==> src/rtl/spi_seq_pkg.sv <==
// Shared types and constants for the SPI transfer sequencer: FSM states,
// config-word byte positions and the default config value.
package spi_seq_pkg;

  typedef enum logic [2:0] {
    IDLE    = 3'd0,
    LOAD    = 3'd1,
    START   = 3'd2,
    WAIT    = 3'd3,
    CAPTURE = 3'd4
  } seq_state_e;

  // Byte lanes of the spi_module data_config word.
  localparam int CFG_C1_LSB     = 24;
  localparam int CFG_C2_LSB     = 16;
  localparam int CFG_STATUS_LSB = 8;
  localparam int CFG_BAUD_LSB   = 0;

  localparam logic [31:0] CFG_RESET_DEFAULT = 32'h0000_8011;

endpackage

==> src/rtl/spi_sync_fifo.sv <==
// Single-clock show-ahead FIFO with occupancy count; push and pop may
// coincide in any fill state, including full and empty.
module spi_sync_fifo #(
  parameter int DATA_W = 8,
  parameter int DEPTH  = 8,
  localparam int AW    = $clog2(DEPTH),
  localparam int CW    = AW + 1
) (
  input  logic              clk,
  input  logic              rst,
  input  logic              push,
  input  logic [DATA_W-1:0] push_data,
  input  logic              pop,
  output logic [DATA_W-1:0] head,
  output logic              full,
  output logic              empty,
  output logic [CW-1:0]     count
);

  logic [DATA_W-1:0] mem_r [DEPTH];
  logic [AW-1:0]     wr_ptr_r;
  logic [AW-1:0]     rd_ptr_r;
  logic [CW-1:0]     count_r;
  logic              wr_en_s;
  logic              rd_en_s;

  assign full    = (count_r == CW'(DEPTH));
  assign empty   = (count_r == {CW{1'b0}});
  assign count   = count_r;
  assign head    = mem_r[rd_ptr_r];
  assign rd_en_s = pop & ~empty;
  // A full FIFO still accepts a push when the head leaves in the same cycle.
  assign wr_en_s = push & (~full | rd_en_s);

  // Storage, pointers and occupancy.
  always_ff @(posedge clk) begin
    if (rst) begin
      for (int i = 0; i < DEPTH; i++) begin
        mem_r[i] <= {DATA_W{1'b0}};
      end
      wr_ptr_r <= {AW{1'b0}};
      rd_ptr_r <= {AW{1'b0}};
      count_r  <= {CW{1'b0}};
    end else begin
      if (wr_en_s) begin
        mem_r[wr_ptr_r] <= push_data;
        wr_ptr_r        <= wr_ptr_r + 1'b1;
      end
      if (rd_en_s) begin
        rd_ptr_r <= rd_ptr_r + 1'b1;
      end
      case ({wr_en_s, rd_en_s})
        2'b10:   count_r <= count_r + 1'b1;
        2'b01:   count_r <= count_r - 1'b1;
        default: count_r <= count_r;
      endcase
    end
  end

endmodule

==> src/rtl/spi_xfer_sequencer.sv <==
// Byte-stream front end for spi_module: TX/RX FIFOs, one-at-a-time transfer
// sequencing and config-word updates deferred to frame boundaries.
module spi_xfer_sequencer
  import spi_seq_pkg::*;
#(
  parameter int          DATA_W      = 8,
  parameter int          DEPTH       = 8,
  parameter logic [31:0] CFG_RESET   = CFG_RESET_DEFAULT,
  parameter int          TIMEOUT_CYC = 4096,
  localparam int         CW          = $clog2(DEPTH) + 1
) (
  input  logic              clk,
  input  logic              rst,
  input  logic              tx_valid,
  output logic              tx_ready,
  input  logic [DATA_W-1:0] tx_data,
  output logic              rx_valid,
  input  logic              rx_ready,
  output logic [DATA_W-1:0] rx_data,
  input  logic              cfg_load,
  input  logic [31:0]       cfg_in,
  output logic [31:0]       spi_data_config,
  output logic [DATA_W-1:0] spi_i_data,
  output logic              spi_trans_en,
  input  logic              spi_irq,
  input  logic [DATA_W-1:0] spi_o_data,
  output logic              busy,
  output logic              timeout_err,
  output logic [CW-1:0]     tx_count,
  output logic [CW-1:0]     rx_count
);

  localparam int TW = $clog2(TIMEOUT_CYC) + 1;

  seq_state_e        state_r;
  logic              irq_prev_r;
  logic [TW-1:0]     wait_cnt_r;
  logic              cfg_pend_r;
  logic [31:0]       cfg_pend_val_r;
  logic              rx_push_r;
  logic [DATA_W-1:0] rx_wdata_r;

  logic              tx_push_s;
  logic              tx_pop_s;
  logic              rx_pop_s;
  logic              tx_full_s;
  logic              tx_empty_s;
  logic              rx_full_s;
  logic              rx_empty_s;
  logic              rx_room_s;
  logic [DATA_W-1:0] tx_head_s;

  assign tx_ready  = ~tx_full_s;
  assign rx_valid  = ~rx_empty_s;
  assign tx_push_s = tx_valid & tx_ready;
  assign rx_pop_s  = rx_valid & rx_ready;
  assign tx_pop_s  = (state_r == LOAD);
  assign busy      = (state_r != IDLE);

  spi_sync_fifo #(.DATA_W(DATA_W), .DEPTH(DEPTH)) u_tx_fifo (
    .clk       (clk),
    .rst       (rst),
    .push      (tx_push_s),
    .push_data (tx_data),
    .pop       (tx_pop_s),
    .head      (tx_head_s),
    .full      (tx_full_s),
    .empty     (tx_empty_s),
    .count     (tx_count)
  );

  spi_sync_fifo #(.DATA_W(DATA_W), .DEPTH(DEPTH)) u_rx_fifo (
    .clk       (clk),
    .rst       (rst),
    .push      (rx_push_r),
    .push_data (rx_wdata_r),
    .pop       (rx_pop_s),
    .head      (rx_data),
    .full      (rx_full_s),
    .empty     (rx_empty_s),
    .count     (rx_count)
  );

  // RX space check counts a capture still on its way into the RX FIFO.
  always_comb begin
    rx_room_s = 1'b0;
    if (rx_push_r) begin
      rx_room_s = (rx_count < CW'(DEPTH - 1));
    end else begin
      rx_room_s = ~rx_full_s;
    end
  end

  // Transfer FSM, config ownership and timeout supervision.
  always_ff @(posedge clk) begin
    if (rst) begin
      state_r         <= IDLE;
      irq_prev_r      <= 1'b0;
      wait_cnt_r      <= {TW{1'b0}};
      cfg_pend_r      <= 1'b0;
      cfg_pend_val_r  <= 32'h0000_0000;
      rx_push_r       <= 1'b0;
      rx_wdata_r      <= {DATA_W{1'b0}};
      spi_data_config <= CFG_RESET;
      spi_i_data      <= {DATA_W{1'b0}};
      spi_trans_en    <= 1'b0;
      timeout_err     <= 1'b0;
    end else begin
      irq_prev_r   <= spi_irq;
      spi_trans_en <= 1'b0;
      rx_push_r    <= 1'b0;
      if (cfg_load && (state_r != IDLE)) begin
        cfg_pend_r     <= 1'b1;
        cfg_pend_val_r <= cfg_in;
      end
      case (state_r)
        IDLE: begin
          if (cfg_load) begin
            spi_data_config <= cfg_in;
            cfg_pend_r      <= 1'b0;
          end else if (cfg_pend_r) begin
            spi_data_config <= cfg_pend_val_r;
            cfg_pend_r      <= 1'b0;
          end
          // The cycle that applies a deferred config never starts a frame.
          if (!cfg_pend_r && !tx_empty_s && rx_room_s) begin
            state_r <= LOAD;
          end
        end
        LOAD: begin
          spi_i_data   <= tx_head_s;
          spi_trans_en <= 1'b1;
          state_r      <= START;
        end
        START: begin
          wait_cnt_r <= {TW{1'b0}};
          state_r    <= WAIT;
        end
        WAIT: begin
          if (spi_irq && !irq_prev_r) begin
            state_r <= CAPTURE;
          end else if (wait_cnt_r == TW'(TIMEOUT_CYC - 1)) begin
            timeout_err <= 1'b1;
            state_r     <= IDLE;
          end else begin
            wait_cnt_r <= wait_cnt_r + 1'b1;
          end
        end
        CAPTURE: begin
          rx_push_r  <= 1'b1;
          rx_wdata_r <= spi_o_data;
          state_r    <= IDLE;
        end
        default: begin
          state_r <= IDLE;
        end
      endcase
    end
  end

endmodule

==> config.mk <==
export PLATFORM = sky130hd
export DESIGN_NAME = spi_xfer_sequencer
export DESIGN_NICKNAME = d
export VERILOG_FILES = /design/src/rtl/spi_seq_pkg.sv /design/src/rtl/spi_sync_fifo.sv /design/src/rtl/spi_xfer_sequencer.sv
export SDC_FILE = /design/constraint.sdc
export NUM_CORES = 1
export LEC_CHECK = 0
export CORE_MARGIN = 1
export CORE_UTILIZATION = 52
export DETAILED_ROUTE_END_ITERATION = 10
export GPL_TIMING_DRIVEN = 0
export HOLD_SLACK_MARGIN = 0.12
export PLACE_DENSITY_LB_ADDON = 0.08
export SYNTH_ARGS = -nofsm -noshare
export SYNTH_HDL_FRONTEND = slang
export SYNTH_HIERARCHICAL = 1
export SYNTH_SLANG_ARGS = --single-unit
==> constraint.sdc <==
create_clock -name clk -period 8.3 [get_ports clk]
set_input_delay 1.66 -clock clk [delete_from_list [all_inputs] [get_ports clk]]
set_output_delay 1.66 -clock clk [all_outputs]
set_load 0.01 [all_outputs]
==> results of run 1 <==
[path summary, 6_finish.rpt]
path / end / slack, ps / cells after the start / from
worst max-delay path: rx_data[5] / 3710 / 5 / flop
worst min-delay path: cfg_pend_val_r[7]$_SDFFE_PP0P_ / 450 / 2 / cfg_pend_val_r[7]$_SDFFE_PP0P_
worst max register to register: u_tx_fifo/count[3]$_SDFFE_PP0P_ / 5130 / 11 / state_r[0]$_SDFFE_PP0P_
worst min register to register: cfg_pend_val_r[7]$_SDFFE_PP0P_ / 450 / 2 / cfg_pend_val_r[7]$_SDFFE_PP0P_
[stage by stage]
stage               setup slack (ps)  std cells  utilization (%)
detailed placement              3980       1413             60.5
global placement                3980       1413             60.5
floorplan                       4790       1025                -
finish                          3710       1462             64.5
CTS                             3640       1462             64.5
global route                    3580       1462             64.5
[area by class of cell]
| cell class | count | area [um^2] |
|---|---|---|
| clock inverter | 10 | 106 |
| fill | 1726 | 7520 |
| tap | 275 | 344 |
| sequential | 255 | 6390 |
| clock buffer | 39 | 756 |
| timing repair buffer | 113 | 1130 |
| multi-input combinational | 682 | 4510 |
| buffer | 74 | 409 |
| inverter | 14 | 52.6 |
[synth_stat cells (4+ instances only)]
cell type  count  area [um^2]
nand3_1        7         35.0
a21oi_1       53          265
clkbuf_1      22         82.6
buf_6         11          124
mux2_2        16          180
buf_2         27          135
nand2_1      126          473
nor2_1       206          773
buf_1         10         37.5
nand3b_4       4         80.1
dfxtp_1      127         2540
and2_1         5         31.3
mux2i_1       44          440
buf_4          4         30.0
nor3_1         6         30.0
edfxtp_1     128         3840
o21a_1         4         30.0
nand2b_1       6         37.5
xor2_1         6         52.6
o211ai_1       6         45.0
xnor2_1        8         70.1
nor2b_1       13         81.3
nand3b_1       4         30.0
a31o_2         9         78.8
mux4_2        32          721
ha_1           9          113
a31oi_1       12         75.1
o21ai_1        4         20.0
a21o_1         6         45.0
inv_1         12         45.0
or3_1          6         37.5
a211oi_1      32          240
o21ai_0        5         25.0
[worst max-delay path, cell delays in order (launching register included)]
cell and delay [ps]:
dfxtp_1 320, clkbuf_1 330, clkbuf_1 570, mux4_2 430, mux2_2 280, clkdlybuf4s50_1 470
[per-layer routing]
layer / track usage (%) / wire, um / vias to the layer above
met4: 6.87 / 617 / 0
li1: - / - / 3932
met3: 3.66 / 1400 / 42
met2: 38.6 / 12300 / 221
met1: 32.1 / 11300 / 3819
met5: 0 / 0 / -
[power groups by stage]
stage                     clock (mW)  combinational [mW]  sequential, mW
final                           1.17               0.843            1.56
after global routing            1.24               0.923            1.57
after CTS                       1.20               0.852            1.56
after detailed placement           0               0.845            1.58
after global placement             0               0.836            1.58
after floorplan                    0               0.496            1.59
[kinds of logic after synthesis]
logic type	Yosys count
buffers and inverters	88
muxes	92
DFF	255
xor gates and xnor gates	14
adders and majority gates	11
and+or+nand+nor	411
AOI/OAI and AO/OA	154
[state kept, by name, summed over array words and instances (netlist names), named ones only]
name and flops:
cfg_pend_r 1, cfg_pend_val_r 32, irq_prev_r 1, rx_push_r 1, rx_wdata_r 8, spi_data_config 32, spi_i_data 8, spi_trans_en 1
state_r 3, timeout_err 1, u_rx_fifo/count 4, u_rx_fifo/mem_r 64, u_rx_fifo/rd_ptr_r 3, u_rx_fifo/wr_ptr_r 3, u_tx_fifo/count 4, u_tx_fifo/mem_r 64
u_tx_fifo/rd_ptr_r 3, u_tx_fifo/wr_ptr_r 3, wait_cnt_r 13
==> flow_metrics.env, run 1 <==
export IMPL_first_global_vias=7892
export IMPL_layout_common_cells="nor2_1 (206), edfxtp_1 (128), dfxtp_1 (127)"
export IMPL_total_power_mw=3.57
export IMPL_syn2layout_area_growth_pct=20.6
export IMPL_ys_seq_area_share_pct=56.2
export IMPL_synth_edff_count=128
export IMPL_drt_iter0_drc=582
export IMPL_synth_compound_area_share_pct=9.11
export IMPL_crit_path_end_kind="output port"
export IMPL_rsz0062_at_grt="no"
export IMPL_grt_first_pass_wirelength_um=41000
export IMPL_cts_sinks=255
export IMPL_slew_headroom_pct=55.5
export IMPL_hold_ws_ps=453
export IMPL_cts_root_buf="clkbuf_16"
export IMPL_max_freq_mhz=218
export IMPL_worst_pin_slew_ps=668
export IMPL_port_buffers=113
export IMPL_drcViolationCount=0
export IMPL_gp_congestion=0.799
export IMPL_yosys_area_share_simple_pct=16.4
export IMPL_clockBufferDepth=3
export IMPL_synth_async_reset_ratio_pct=0
export IMPL_power_density_mw_per_mm2=261
export IMPL_grtUsageTotal_pct=23.5
export IMPL_post_route_period_util_pct=55.3
export IMPL_post_route_min_period_ps=4590
export IMPL_setup_violations_final=0
export IMPL_cts_hold_buffers=0
export IMPL_cts_clk_slew_worst_paths_ps=60
export IMPL_slew_violations=0
export IMPL_grt_max_degree=18
export IMPL_cap_violations=0
export IMPL_syn_num_nets=1090
export IMPL_required_ps=6640
export IMPL_core_mm2=0.0212
export IMPL_p_clk_share_pct=32.9
export IMPL_combPwrFrac_pct=23.6
export IMPL_final_hold_violation_count=0
export IMPL_synth_ff_type="edfxtp_1"
export IMPL_synth_fa_ha_area_share_pct=1.34
export IMPL_cts_buffers=27
export IMPL_netlist_area_mm2=0.0114
export IMPL_post_cts_buffers=0
export IMPL_wl_per_cell_um=17.5
export IMPL_synthDistinctLibCells=66
export IMPL_via_count=8014
export IMPL_seqPwrFrac_pct=43.6
export IMPL_intPower_mw=2.55
export IMPL_clock_latency_ps=530
export IMPL_rows=53
export IMPL_ys_ff_latch=255
export IMPL_outcome="completed"
export IMPL_dieArea_mm2=0.0224
export IMPL_die_y_um=150
export IMPL_synth_xor_area_share_pct=1.08
export IMPL_fin_nets=1232
export IMPL_h_tree_depth=1
export IMPL_place_area_mm2=0.0128
export IMPL_synth_mux_area_share_pct=11.8
export IMPL_die_w_um=150
export IMPL_vias_per_cell=5.48
export IMPL_hold_class="reg -> reg"
export IMPL_crit_fanout=10
export IMPL_cts_tree="done"
export IMPL_drtAntennaViolNets=0
export IMPL_synthCells=1025
export IMPL_synth_avg_cell_area_um2=11.1
export IMPL_initial_core_util_pct=53.5
export IMPL_place_detailed_hpwl_um=18100
export IMPL_finalSetupTns_ps=0
export IMPL_switching_share_pct=28.6
export IMPL_n_antenna_cell=0
export IMPL_design_area_mm2=0.0137
export IMPL_detail_route_first_pass_iterations=4
export IMPL_final_common_cell="nor2_1"
export IMPL_crit_arrival_ps=2930
export IMPL_worstSetupPathType="reg -> out"
export IMPL_finalWirelength_um=25500
export IMPL_antenna_found_initial=0
export IMPL_yosys_warnings=6
export IMPL_cts_repair_resized=0
export IMPL_clock_skew_ps=9.99
export IMPL_vdd_ir_drop_max_mv=0.170
export IMPL_p_leak_nw=4.97
export IMPL_pin_count=115
export IMPL_start_kind="flop"
export IMPL_switching_power_mw=1.02
export IMPL_drive_gt1_share_pct=13.6
export IMPL_overflow=0
export IMPL_synth_top_family_by_area="simple AND/OR/NAND/NOR gates"
(Power assumes the default switching activity.)
==> run 2: changes to the inputs <==
==> constraint.sdc (replaced) <==
create_clock -name clk -period 3.9 [get_ports clk]
set_input_delay 0.78 -clock clk [delete_from_list [all_inputs] [get_ports clk]]
set_output_delay 0.78 -clock clk [all_outputs]
set_load 0.01 [all_outputs]
==> results of run 2 <==
Same layout as run 1 (identical final DEF). Status: completed.
Among the figures that moved: setup slack after placement 3980 ps -> 461 ps; setup slack after layout 3710 ps -> 192 ps; register-to-register setup slack 5130 ps -> 730 ps; total power 3.57 mW -> 7.61 mW; worst IR drop on VDD 0.170 mV -> 0.361 mV
==> run 3: changes to the inputs <==
--- a/config.mk
+++ b/config.mk
@@ -7,6 +7,7 @@
 export LEC_CHECK = 0
 export CORE_MARGIN = 1
 export CORE_UTILIZATION = 52
+export CTS_CLUSTER_SIZE = 12
 export DETAILED_ROUTE_END_ITERATION = 10
 export GPL_TIMING_DRIVEN = 0
 export HOLD_SLACK_MARGIN = 0.12
==> run 3 against run 2 <==
Cell count barely moved. Largest power group unchanged. Die area stayed put. Clock skew rose by 2.8 ps. First-iteration DRC count decreased by 5.2%.
==> flow_metrics.env, run 3 (synthesis results as in run 1) <==
export IMPL_initial_core_util_pct=53.5
export IMPL_hold_class="reg -> reg"
export IMPL_grtUsageTotal_pct=23.4
export IMPL_pre_cts_ws_ps=461
export IMPL_intPower_mw=5.44
export IMPL_port_buffers=113
export IMPL_slowest_delay_ps=560
export IMPL_syn2layout_area_growth_pct=20.5
export IMPL_slew_violations=0
export IMPL_vias_per_cell=5.49
export IMPL_rsz0062_at_grt="no"
export IMPL_cts_clk_slew_worst_paths_ps=60
export IMPL_timing_hold_worst_path_depth=2
export IMPL_slew_headroom_pct=55.6
export IMPL_worst_pin_slew_ps=664
export IMPL_p_clk_share_pct=32.8
export IMPL_placedCellCount=1413
export IMPL_finalWirelength_um=25500
export IMPL_first_global_vias=7823
export IMPL_cts_sinks=255
export IMPL_rr_startpoint="u_rx_fifo/count[1]$_SDFFE_PP0P_"
export IMPL_cts_buffers=27
export IMPL_cp_cell_sequence="clkbuf_1, clkbuf_1, mux4_2, mux2_2, clkdlybuf4s50_1"
export IMPL_cts_repair_resized=0
export IMPL_crit_path_end_kind="output port"
export IMPL_reg2reg_depth=12
export IMPL_gp_congestion=0.799
export IMPL_antenna_found_initial=0
export IMPL_die_y_um=150
export IMPL_cts_root_buf="clkbuf_16"
export IMPL_design_area_mm2=0.0137
export IMPL_reg_largest_list="u_rx_fifo/mem_r x64, u_tx_fifo/mem_r x64"
export IMPL_vdd_ir_drop_max_mv=0.416
export IMPL_dieArea_mm2=0.0224
export IMPL_clock_latency_ps=530
export IMPL_h_tree_depth=1
export IMPL_setup_violations_final=0
export IMPL_fin_nets=1232
export IMPL_place_detailed_hpwl_um=18100
export IMPL_min_to="cfg_pend_val_r[7]$_SDFFE_PP0P_"
export IMPL_cp_common_cell="clkbuf_1"
export IMPL_max_freq_mhz=271
export IMPL_clockBufferDepth=3
export IMPL_wl_per_cell_um=17.4
export IMPL_cts_tree="done"
export IMPL_slowest_stage="clkbuf_1"
export IMPL_post_route_min_period_ps=3690
export IMPL_outcome="completed"
export IMPL_switching_share_pct=28.4
export IMPL_final_common_cell="nor2_1"
export IMPL_grt_max_degree=18
export IMPL_crit_family="buffers and inverters"
export IMPL_fin_cells=1463
export IMPL_crit_arrival_ps=2910
export IMPL_required_ps=3120
export IMPL_die_w_um=150
export IMPL_via_count=8031
export IMPL_path_buf_inv=3
export IMPL_layout_common_cells="nor2_1 (206), edfxtp_1 (128), dfxtp_1 (127)"
export IMPL_place_area_mm2=0.0128
export IMPL_seqPwrFrac_pct=43.6
export IMPL_post_route_period_util_pct=94.7
export IMPL_p_leak_nw=4.96
export IMPL_overflow=0
export IMPL_power_density_mw_per_mm2=555
export IMPL_layout_setup_ws_ps=207
export IMPL_combPwrFrac_pct=23.6
export IMPL_cts_hold_buffers=0
export IMPL_core_mm2=0.0212
export IMPL_drive_gt1_share_pct=13.2
export IMPL_crit_fanout=10
export IMPL_n_antenna_cell=0
export IMPL_finalSetupTns_ps=0
export IMPL_drtAntennaViolNets=0
export IMPL_clock_skew_ps=12.8
export IMPL_cap_violations=0
export IMPL_detail_route_first_pass_iterations=5
export IMPL_rows=53
export IMPL_grt_first_pass_wirelength_um=40700
export IMPL_post_cts_buffers=0
export IMPL_final_hold_violation_count=0
export IMPL_worstSetupPathType="reg -> out"
export IMPL_switching_power_mw=2.16
export IMPL_start_kind="flop"
export IMPL_holdCritStartpoint="cfg_pend_val_r[7]$_SDFFE_PP0P_"
export IMPL_pin_count=115
export IMPL_drt_iter0_drc=552
export IMPL_reg2reg_setup_slack_ps=750
export IMPL_drcViolationCount=0
export IMPL_timing_rr_end="u_rx_fifo/count[3]$_SDFFE_PP0P_"
[run 3: final cells by class]
cell class                      instances  area, um^2
Buffer                                 74         409
Timing Repair Buffer                  113        1130
Inverter                               14        52.6
Tap cell                              275         344
Fill cell                            1733        7530
Clock inverter                          7        86.3
Clock buffer                           43         771
Sequential cell                       255        6390
Multi-Input combinational cell        682        4510
[run 3: power by group through the flow]
stage	logic (mW)	registers [mW]	clock network (mW)
final	1.80	3.31	2.49
after global routing	1.97	3.35	2.64
after CTS	1.81	3.32	2.53
after detailed placement	1.80	3.37	0
after global placement	1.78	3.36	0
after floorplan	1.06	3.39	0
[run 3: worst register-to-register path, cell delays in order (launching register included)]
cell and delay (ps):
dfxtp_1 480, or3_1 160, buf_2 160, nor2_1 70, nor2b_1 440, o21ai_1 240, or2_2 360, inv_1 80
ha_1 260, a21oi_1 280, nor4bb_1 320, o21bai_1 100, a31oi_1 120
[run 3: per-layer routing]
layer | vias to the layer above | track usage (%) | wire [um]
met5 | - | 0 | 0
met4 | 0 | 7.37 | 659
met3 | 50 | 3.41 | 1310
met2 | 219 | 38.3 | 12200
met1 | 3835 | 32.0 | 11400
li1 | 3927 | - | -
[run 3: worst max path at each step]
stage / from / end / slack, ps / depth (start not counted)
4_1_cts: flop / rx_data[5] / 120 / 5
3_3_place_gp: rx_ready / u_rx_fifo/count[3]$_SDFFE_PP0P_ / 460 / 10
5_1_grt: flop / rx_data[5] / 60 / 5
3_5_place_dp: rx_ready / u_rx_fifo/count[3]$_SDFFE_PP0P_ / 460 / 10
6_report: flop / rx_data[5] / 210 / 5
2_1_floorplan: u_rx_fifo/count[1]$_SDFFE_PP0P_ / u_rx_fifo/count[3]$_SDFFE_PP0P_ / 1240 / 12
[run 3: stage by stage]
stage                     hold WS [ps]  power, mW  util (%)
after global placement             440       5.14      60.5
final                              453       7.60      64.5
after detailed placement           446       5.17      60.5
after global routing               466       7.95      64.5
after CTS                          454       7.66      64.5
after floorplan                    436       4.45         -
